**config.mk**
```make
export PLATFORM = sky130hd
export DESIGN_NAME = echo_param_ctrl
export DESIGN_NICKNAME = d
export VERILOG_FILES = /design/src/rtl/echo_param_ctrl.sv
export SDC_FILE = /design/constraint.sdc
export NUM_CORES = 1
export LEC_CHECK = 0
export CAP_MARGIN = 20
export CORE_MARGIN = 1
export CORE_UTILIZATION = 40
export CTS_CLUSTER_DIAMETER = 200
export CTS_CLUSTER_SIZE = 25
export DETAILED_ROUTE_END_ITERATION = 16
export GPL_ROUTABILITY_DRIVEN = 0
export PLACE_DENSITY = 0.64
export SYNTH_ARGS = -nofsm -noshare
export SYNTH_HDL_FRONTEND = slang
export SYNTH_SLANG_ARGS = --single-unit
export TNS_END_PERCENT = 1
```
**constraint.sdc**
```tcl
create_clock -name clk -period 4.6 [get_ports clk]
set_clock_uncertainty 0.2 [all_clocks]
set_input_delay 0.69 -clock clk [delete_from_list [all_inputs] [get_ports clk]]
set_output_delay 0.69 -clock clk [all_outputs]
set_load 0.03 [all_outputs]
```
**src/rtl/echo_param_ctrl.sv**
```systemverilog
// Echo parameter sequencer.
// Takes delay/alpha change requests and applies them to the Echo datapath
// without clicks: alpha fades to zero, the delay line is allowed to drain,
// the delay switches, then alpha fades to its new target. All output
// movement happens on audio sample strobes.
//
// Handshake: a request transfers on a rising clk edge where cfg_valid and
// cfg_ready are both high. cfg_ready is high only while the sequencer is
// idle. The requester holds cfg_valid and the cfg_* fields stable until
// the transfer. A cfg_valid seen while busy is neither accepted nor queued.
module echo_param_ctrl #(
  parameter int                 DELAY_W       = 16,
  parameter int                 ALPHA_W       = 16,
  parameter int                 MAX_DELAY     = 16383,
  parameter int                 DEFAULT_DELAY = 10000,
  parameter logic [ALPHA_W-1:0] DEFAULT_ALPHA = 16'h7FFF,
  parameter logic [ALPHA_W-1:0] RAMP_STEP     = 16'h0100,
  parameter int                 FLUSH_SAMPLES = 16
) (
  input  logic               clk,
  input  logic               rst,
  input  logic               sample_en,
  input  logic               cfg_valid,
  output logic               cfg_ready,
  input  logic [DELAY_W-1:0] cfg_delay,
  input  logic [ALPHA_W-1:0] cfg_alpha,
  output logic [DELAY_W-1:0] delay_time,
  output logic [ALPHA_W-1:0] alpha_sth,
  output logic               busy,
  output logic               cfg_err,
  output logic [2:0]         dbg_state
);

  typedef enum logic [2:0] {
    S_IDLE      = 3'd0,
    S_RAMP_DOWN = 3'd1,
    S_FLUSH     = 3'd2,
    S_SWITCH    = 3'd3,
    S_RAMP_TGT  = 3'd4
  } state_t;

  localparam int CNT_W = (FLUSH_SAMPLES > 1) ? $clog2(FLUSH_SAMPLES) : 1;
  localparam logic [DELAY_W-1:0] MAX_D     = DELAY_W'(MAX_DELAY);
  localparam logic [DELAY_W-1:0] DEF_D     = DELAY_W'(DEFAULT_DELAY);
  localparam logic [DELAY_W-1:0] MIN_D     = DELAY_W'(1);
  localparam logic [CNT_W-1:0]   FLUSH_END = CNT_W'(FLUSH_SAMPLES - 1);

  state_t               state_q, state_d;
  logic [DELAY_W-1:0]   delay_q, delay_d;
  logic [ALPHA_W-1:0]   alpha_q, alpha_d;
  logic [DELAY_W-1:0]   pend_delay_q, pend_delay_d;
  logic [ALPHA_W-1:0]   pend_alpha_q, pend_alpha_d;
  logic [CNT_W-1:0]     flush_cnt_q, flush_cnt_d;
  logic                 err_q, err_d;

  // Request after clamping into the legal range.
  logic [DELAY_W-1:0]   req_delay;
  logic [ALPHA_W-1:0]   req_alpha;
  logic                 req_clamped;

  // Alpha arithmetic is one bit wider than the port so a step can never wrap.
  logic signed [ALPHA_W:0] a_ext;
  logic signed [ALPHA_W:0] t_ext;
  logic signed [ALPHA_W:0] step_ext;
  logic signed [ALPHA_W:0] down_raw;
  logic signed [ALPHA_W:0] down_sat;
  logic signed [ALPHA_W:0] up_raw;
  logic signed [ALPHA_W:0] up_lim;
  logic signed [ALPHA_W:0] dn_lim;
  logic signed [ALPHA_W:0] toward;

  // Clamp the incoming request and flag whether anything was changed.
  always_comb begin
    req_delay   = cfg_delay;
    req_alpha   = cfg_alpha;
    req_clamped = 1'b0;
    if (cfg_delay > MAX_D) begin
      req_delay   = MAX_D;
      req_clamped = 1'b1;
    end else if (cfg_delay == '0) begin
      req_delay   = MIN_D;
      req_clamped = 1'b1;
    end
    if (cfg_alpha[ALPHA_W-1]) begin
      req_alpha   = '0;
      req_clamped = 1'b1;
    end
  end

  // Candidate alpha values for one ramp step, each limited so it lands on its bound.
  always_comb begin
    a_ext    = {alpha_q[ALPHA_W-1], alpha_q};
    t_ext    = {pend_alpha_q[ALPHA_W-1], pend_alpha_q};
    step_ext = {1'b0, RAMP_STEP};
    down_raw = a_ext - step_ext;
    down_sat = down_raw[ALPHA_W] ? '0 : down_raw;
    up_raw   = a_ext + step_ext;
    up_lim   = (up_raw > t_ext) ? t_ext : up_raw;
    dn_lim   = (down_raw < t_ext) ? t_ext : down_raw;
    toward   = (a_ext < t_ext) ? up_lim : dn_lim;
  end

  // Next-state and datapath update; nothing but request capture moves without sample_en.
  always_comb begin
    state_d      = state_q;
    delay_d      = delay_q;
    alpha_d      = alpha_q;
    pend_delay_d = pend_delay_q;
    pend_alpha_d = pend_alpha_q;
    flush_cnt_d  = flush_cnt_q;
    err_d        = 1'b0;
    case (state_q)
      S_IDLE: begin
        if (cfg_valid) begin
          pend_delay_d = req_delay;
          pend_alpha_d = req_alpha;
          err_d        = req_clamped;
          flush_cnt_d  = '0;
          state_d      = (req_delay == delay_q) ? S_RAMP_TGT : S_RAMP_DOWN;
        end
      end
      S_RAMP_DOWN: begin
        if (sample_en) begin
          alpha_d = down_sat[ALPHA_W-1:0];
          if (down_sat == '0) begin
            state_d = S_FLUSH;
          end
        end
      end
      S_FLUSH: begin
        if (sample_en) begin
          if (flush_cnt_q == FLUSH_END) begin
            flush_cnt_d = '0;
            state_d     = S_SWITCH;
          end else begin
            flush_cnt_d = flush_cnt_q + CNT_W'(1);
          end
        end
      end
      S_SWITCH: begin
        if (sample_en) begin
          delay_d = pend_delay_q;
          state_d = S_RAMP_TGT;
        end
      end
      S_RAMP_TGT: begin
        if (sample_en) begin
          if (a_ext == t_ext) begin
            state_d = S_IDLE;
          end else begin
            alpha_d = toward[ALPHA_W-1:0];
            if (toward == t_ext) begin
              state_d = S_IDLE;
            end
          end
        end
      end
      default: begin
        state_d = S_IDLE;
      end
    endcase
  end

  // State and output registers; reset drops any request in flight.
  always_ff @(posedge clk or posedge rst) begin
    if (rst) begin
      state_q      <= S_IDLE;
      delay_q      <= DEF_D;
      alpha_q      <= DEFAULT_ALPHA;
      pend_delay_q <= DEF_D;
      pend_alpha_q <= DEFAULT_ALPHA;
      flush_cnt_q  <= '0;
      err_q        <= 1'b0;
    end else begin
      state_q      <= state_d;
      delay_q      <= delay_d;
      alpha_q      <= alpha_d;
      pend_delay_q <= pend_delay_d;
      pend_alpha_q <= pend_alpha_d;
      flush_cnt_q  <= flush_cnt_d;
      err_q        <= err_d;
    end
  end

  assign cfg_ready  = (state_q == S_IDLE);
  assign busy       = (state_q != S_IDLE);
  assign delay_time = delay_q;
  assign alpha_sth  = alpha_q;
  assign cfg_err    = err_q;
  assign dbg_state  = state_q;

endmodule

```
# After elaboration in Yosys (flattened, before gate mapping)
# Cells that the tools add are included.
dict set report classes {
  addsub 3
  order_cmp 4
  eq_ne 17
  muxes 31
  n_reduce_logical 11
}
# cell count
set ops {}
lappend ops {{$mux 16} 6}
lappend ops {{$mux 17} 3}
lappend ops {{$eq 16x16->1} 2}
lappend ops {{$pmux 16 s2} 1}
lappend ops {{$mux 3} 10}
lappend ops {{$add 16x10->17 const B} 1}
lappend ops {{$eq 17x16->1} 1}
lappend ops {{$gt 17x16->1} 1}
lappend ops {{$logic_not 17->1} 1}
lappend ops {{$lt 17x16->1} 1}
lappend ops {{$sub 16x10->17 const B} 1}
lappend ops {{$gt 16x14->1 const B} 1}
lappend ops {{$logic_not 16->1} 1}
lappend ops {{$lt 16x16->1} 1}
lappend ops {{$ne 2x2->1 const B} 8}
lappend ops {{$mux 15} 1}
lappend ops {{$pmux 3 s5} 1}
lappend ops {{$mux 4} 3}
lappend ops {{$pmux 4 s2} 1}
lappend ops {{$reduce_and 8->1} 1}
lappend ops {{$eq 3x2->1 const B} 2}
lappend ops {{$mux 1} 5}
lappend ops {{$add 4x1->4 const B} 1}
lappend ops {{$eq 4x4->1 const B} 1}
lappend ops {{other kinds (9)} 11}
dict set report word_totals {
  reg_bits 71
  in_bits 36
  out_inout_bits 38
  elab_cells 73
}

# Depth between registers and ports, before layout
# Gate-level depths: netlist of run 1.
dict set report depth {
  ltp_word 9
  ltp_mapped 17
  depth_no_buf 17
}

# Least setup slack after synthesis of run 1
# No wires, ideal clock.
dict set report synth_timing {
  path_type {reg2reg}
  start {register alpha_q[1], in the netlist alpha_sth[1]}
  end {register state_q[0], in the netlist dbg_state[0]}
  setup_ps 128
  t_arrival_ps 3708
  slack_ps 565
  stages_incl_launch_ff 17
  period_less_slack_ps 4035
  cell_sequence {dfstp_2 ha_1 nor2b_1 o2111ai_1 nand3b_1 a211o_1 a21o_1 a21o_1 a21o_1 a41oi_1 ha_1 inv_1 nor2_1 a41oi_1 a221o_1 o41ai_2 mux2_1}
}
dict set report synth_between {
  elab_chain_len 7
  elab_cells_between_ends 18
  cone_classes {add/sub (2); order compare (3); eq/ne (4); mux (7); reduce/logical (2)}
}
# element line_no
set synth_rtl {}
lappend synth_rtl {{start: declaration} 50} ;# logic [ALPHA_W-1:0] alpha_q, alpha_d;
lappend synth_rtl {{start signal: assignment} 177} ;# alpha_q <= alpha_d;
lappend synth_rtl {{$sub 16x10->17 or $add 16x10->17 (tied branches)} {95, 97}}
lappend synth_rtl {{$lt 17x16->1 or $gt 17x16->1 (tied branches)} {99, 98}}
lappend synth_rtl {{$mux 17 (on tied branches)} {99, 98}}
lappend synth_rtl {{$mux 17} 100} ;# toward = (a_ext < t_ext) ? up_lim : dn_lim;
lappend synth_rtl {{$eq 17x16->1} 152} ;# if (toward == t_ext) begin
lappend synth_rtl {{$ne 3x3->1 (no line)} n/a}
lappend synth_rtl {{$reduce_and 8->1 (no line)} n/a}
lappend synth_rtl {{end signal: assignment} 175} ;# state_q <= state_d;
lappend synth_rtl {{end: declaration} 48} ;# state_t state_q, state_d;
# Several ways; a longest one is shown, not always the timed one. The select of a mux whose other input is x is not followed.
# A chain may end at the register's enable or synchronous reset.

# Worst setup path after layout of run 1
dict set report layout_timing {
  start {register alpha_q[8], in the netlist alpha_sth[8]}
  end {register state_q[2], in the netlist dbg_state[2]}
}
# The elaborated chain is that of the path after synthesis.

==> qor.csv, run 1 <==
stage,metric,value,unit
outcome,status,finished clean,
critical_path,crit path from,alpha_sth[8]$_DFFE_PP1P_,
global_route,number of global-route vias before repair,4484,
logic_synthesis,"Net Count, Synth",650,
die,Die Y-Extent,114,µm
cts,TritonCTS clock tree,built,
logic_synthesis,Mapped Area,5050,µm²
logic_synthesis,"Seq/Total Area, Yosys",36.1,%
logic_synthesis,"area leader, netlist",dfstp_2,
logic_synthesis,"flops & latches, synth",71,
sta,Final period util,93.3,%
sta,fmax,233,MHz
placed_design,DP Wirelength,10.1,mm
route,via count,4550,
critical_path,R2R Setup Slk,0.31,ns
critical_path,data required time of the worst path,4.61,ns
critical_path,crit path DAT,4.30,ns
layout,Antenna Cells,0,
route,First DRT Iteration DRCs,346,
critical_path,Critical R2R Capture,dbg_state[2]$_DFFE_PP0P_,
pwr,final total power,4.66,mW
critical_path,worst reg2reg path startpoint,alpha_sth[8]$_DFFE_PP1P_,
route,post-route antenna net violation count,0,
cts,Worst-path clk slew,0.06,ns
placed_design,port bufs,73,
logic_synthesis,"EDFF count, synth",0,
logic_synthesis,Main synth FF type,dfstp_2,
critical_path,crit path capture type,register,
route,via-per-instance ratio,5.58,
pwr,maximum vdd drop,0.305,mV
route,routed wire length,13.4,mm
global_route,first-pass GRT wire length,22.3,mm
global_route,initial antenna violation count,0,
route,wire length per cell,16.5,µm
logic_synthesis,Synth top area share,20.8,%
die,row cnt,40,
sta,endpoints failing hold,0,
layout,fin nets,710,
die,die extent in x,114,µm
cts,Skew-Pair Late Insertion Delay,0.34,ns
cts,CTS buffer count,9,
die,initial core utilization,41.6,%
sta,Worst Tran Pin Value,0.962,ns
logic_synthesis,top-count cell post-synth,nand2_1,
die,# IOs,74,
global_route,largest net degree at the start of global routing,61,
critical_path,worst reg-to-reg path cell count,16,
layout,register area,1830,µm²
global_route,grt ovf,0,
job,max-cap viol count,0,
sta,Final Max Slew Viols,0,
logic_synthesis,synth warn,0,
min_path,Min-Delay Endpoint,pend_delay_q[5]$_DFFE_PP0P_,
min_path,WHS Path Cells,2,
sta,RSZ-0062 raised after global routing,false,
sta,Max-slew headroom,35.6,%
sta,fin crit period,4.29,ns
cts,Post-CTS Hold Buffers,0,
min_path,startpoint of the worst hold path,pend_delay_q[5]$_DFFE_PP0P_,
route,drt pass-1 iters,5,
min_path,min-delay worst type,register to register,
global_route,gr usage total,21.8,%
cts,Sink Count,71,
cts,CTS root buf,clkbuf_16,
die,core box area,12200,µm²
pwr,pwr dens,745,nW/µm²
critical_path,kind of critical path,register to register,
route,DRC,0,
die,die area,13100,µm²
cts,CTS max path bufs,2,
sta,setup TNS,0,ns
layout,area delta synth->final,23.6,%
sta,final setup fails,0,
logic_synthesis,Post-synth top cells,"nand2_1, o21ai_0, nor2_1",
critical_path,critical path launch point type,register,
logic_synthesis,Mapped Cells,582,
logic_synthesis,synth top area cells,"dfstp_2, dfrtp_1, ha_1, o21ai_0, nand2_1",
logic_synthesis,Avg Inst Size Synth,8.69,µm²
layout,share of layout cells above drive strength 1,13.9,%
layout,area of the multi-input gates,3010,µm²
pwr,static leakage,2.52,nW
cts,H-tree levels,3,
critical_path,Critical Path Fanout Max,9,
layout,Layout fillers,1123,
logic_synthesis,fraction of registers with async set/reset,100,%
logic_synthesis,post-synth cell types,64,
==> through the flow <==
step                      cell area (µm²)  utilization [%]  hold WS [ns]  cells  setup WS (ns)
after floorplan                      5050                -         0.246    582          0.565
after global placement               5900             48.5         0.257    799          0.448
after detailed placement             5900             48.5         0.266    799          0.354
after CTS                            6230             51.2         0.279    815          0.333
after global routing                 6250             51.4         0.297    815         0.0301
final                                6250             51.4         0.271    815          0.306
==> per-layer routing <==
metal / vias to the layer above / global-route usage (%) / wire [µm] / share of wire, %
met5: - / 0 / 0 / 0
met4: 0 / 9.35 / 391 / 2.9
met3: 31 / 4.45 / 846 / 6.3
met2: 165 / 33.8 / 5920 / 44
met1: 2140 / 29.6 / 6280 / 47
li1: 2214 / - / - / -
==> critical path, stage by stage, from the launching register on <==
cell and delay (ns):
dfstp_2 0.42, inv_1 0.13, ha_1 0.27, or4b_4 0.53, nor2_4 0.14, xnor2_2 0.17, ha_1 0.30, a21oi_1 0.17
nand3_1 0.10, a41oi_1 0.20, ha_1 0.23, inv_1 0.08, nor2_1 0.10, a41oi_1 0.05, a221o_1 0.35, o41ai_4 0.37
mux2_1 0.36
==> kinds of logic (layout without fill, tap and decap cells) <==
logic type      Yosys count  after routing  synth area share, %
flops                    71             71                 36.1
compound gates          150            150                 18.9
xor+xnor                 35             35                 6.36
fa+ha+maj                32             32                 7.92
simple gates            213            213                 21.1
mux                      22             22                 4.85
buf+inv                  59            124                 4.75
==> where the power goes <==
group | switching (mW) | internal, mW
clock network | 0.258 | 0.484
registers | 0.335 | 0.970
logic | 1.52 | 1.09
==> worst max path at each step <==
stage	endpoint	slack, ns	depth (start not counted)
finish	dbg_state[2]$_DFFE_PP0P_	0.31	16
global route	dbg_state[0]$_DFFE_PP0P_	0.03	15
CTS	dbg_state[0]$_DFFE_PP0P_	0.33	17
detailed placement	dbg_state[2]$_DFFE_PP0P_	0.35	17
global placement	dbg_state[0]$_DFFE_PP0P_	0.45	17
floorplan	dbg_state[0]$_DFFE_PP0P_	0.56	16
==> sequential cells by signal, summed over array words and instances (netlist names) <==
register,cells
alpha_sth,16
flush_cnt_q,4
cfg_err,1
dbg_state,3
pend_delay_q,16
delay_time,16
pend_alpha_q,15
==> cell type report <==
type | count | area share (%)
tap | 168 | 3.36
multi-input combinational | 452 | 48.1
clock inverter | 3 | 0.761
clock buffer | 13 | 4.51
timing repair buffer | 77 | 12.2
inverter | 31 | 1.86
sequential | 71 | 29.2
==> cell usage in the layout, fill, tap and decap left out, types with 12 or more instances in the layout <==
master,Yosys,layout
clkdlybuf4s50_1,0,73
nand2_1,66,66
o21ai_0,62,62
nor2_1,49,49
dfstp_2,40,40
ha_1,32,32
dfrtp_1,31,31
inv_1,31,30
a21oi_1,23,23
xnor2_1,21,21
mux2_2,18,18
nor4_1,16,16
nand2b_1,14,14
xor2_1,12,12
==> repair_timing <==
| item | CTS | global route |
|---|---|---|
| resized for setup | 0 | 2 |
| endpoints found under the setup margin | 0 | 2 |
| buffers inserted | 0 | 0 |
No activity file was read; power rests on OpenSTA's default activity.
==> run 2, diff against run 1 <==
HOLD_SLACK_MARGIN = 0.06   (was default)
==> results of run 2 <==
Same layout as run 1: the final DEF is identical, and so are final timing and power.
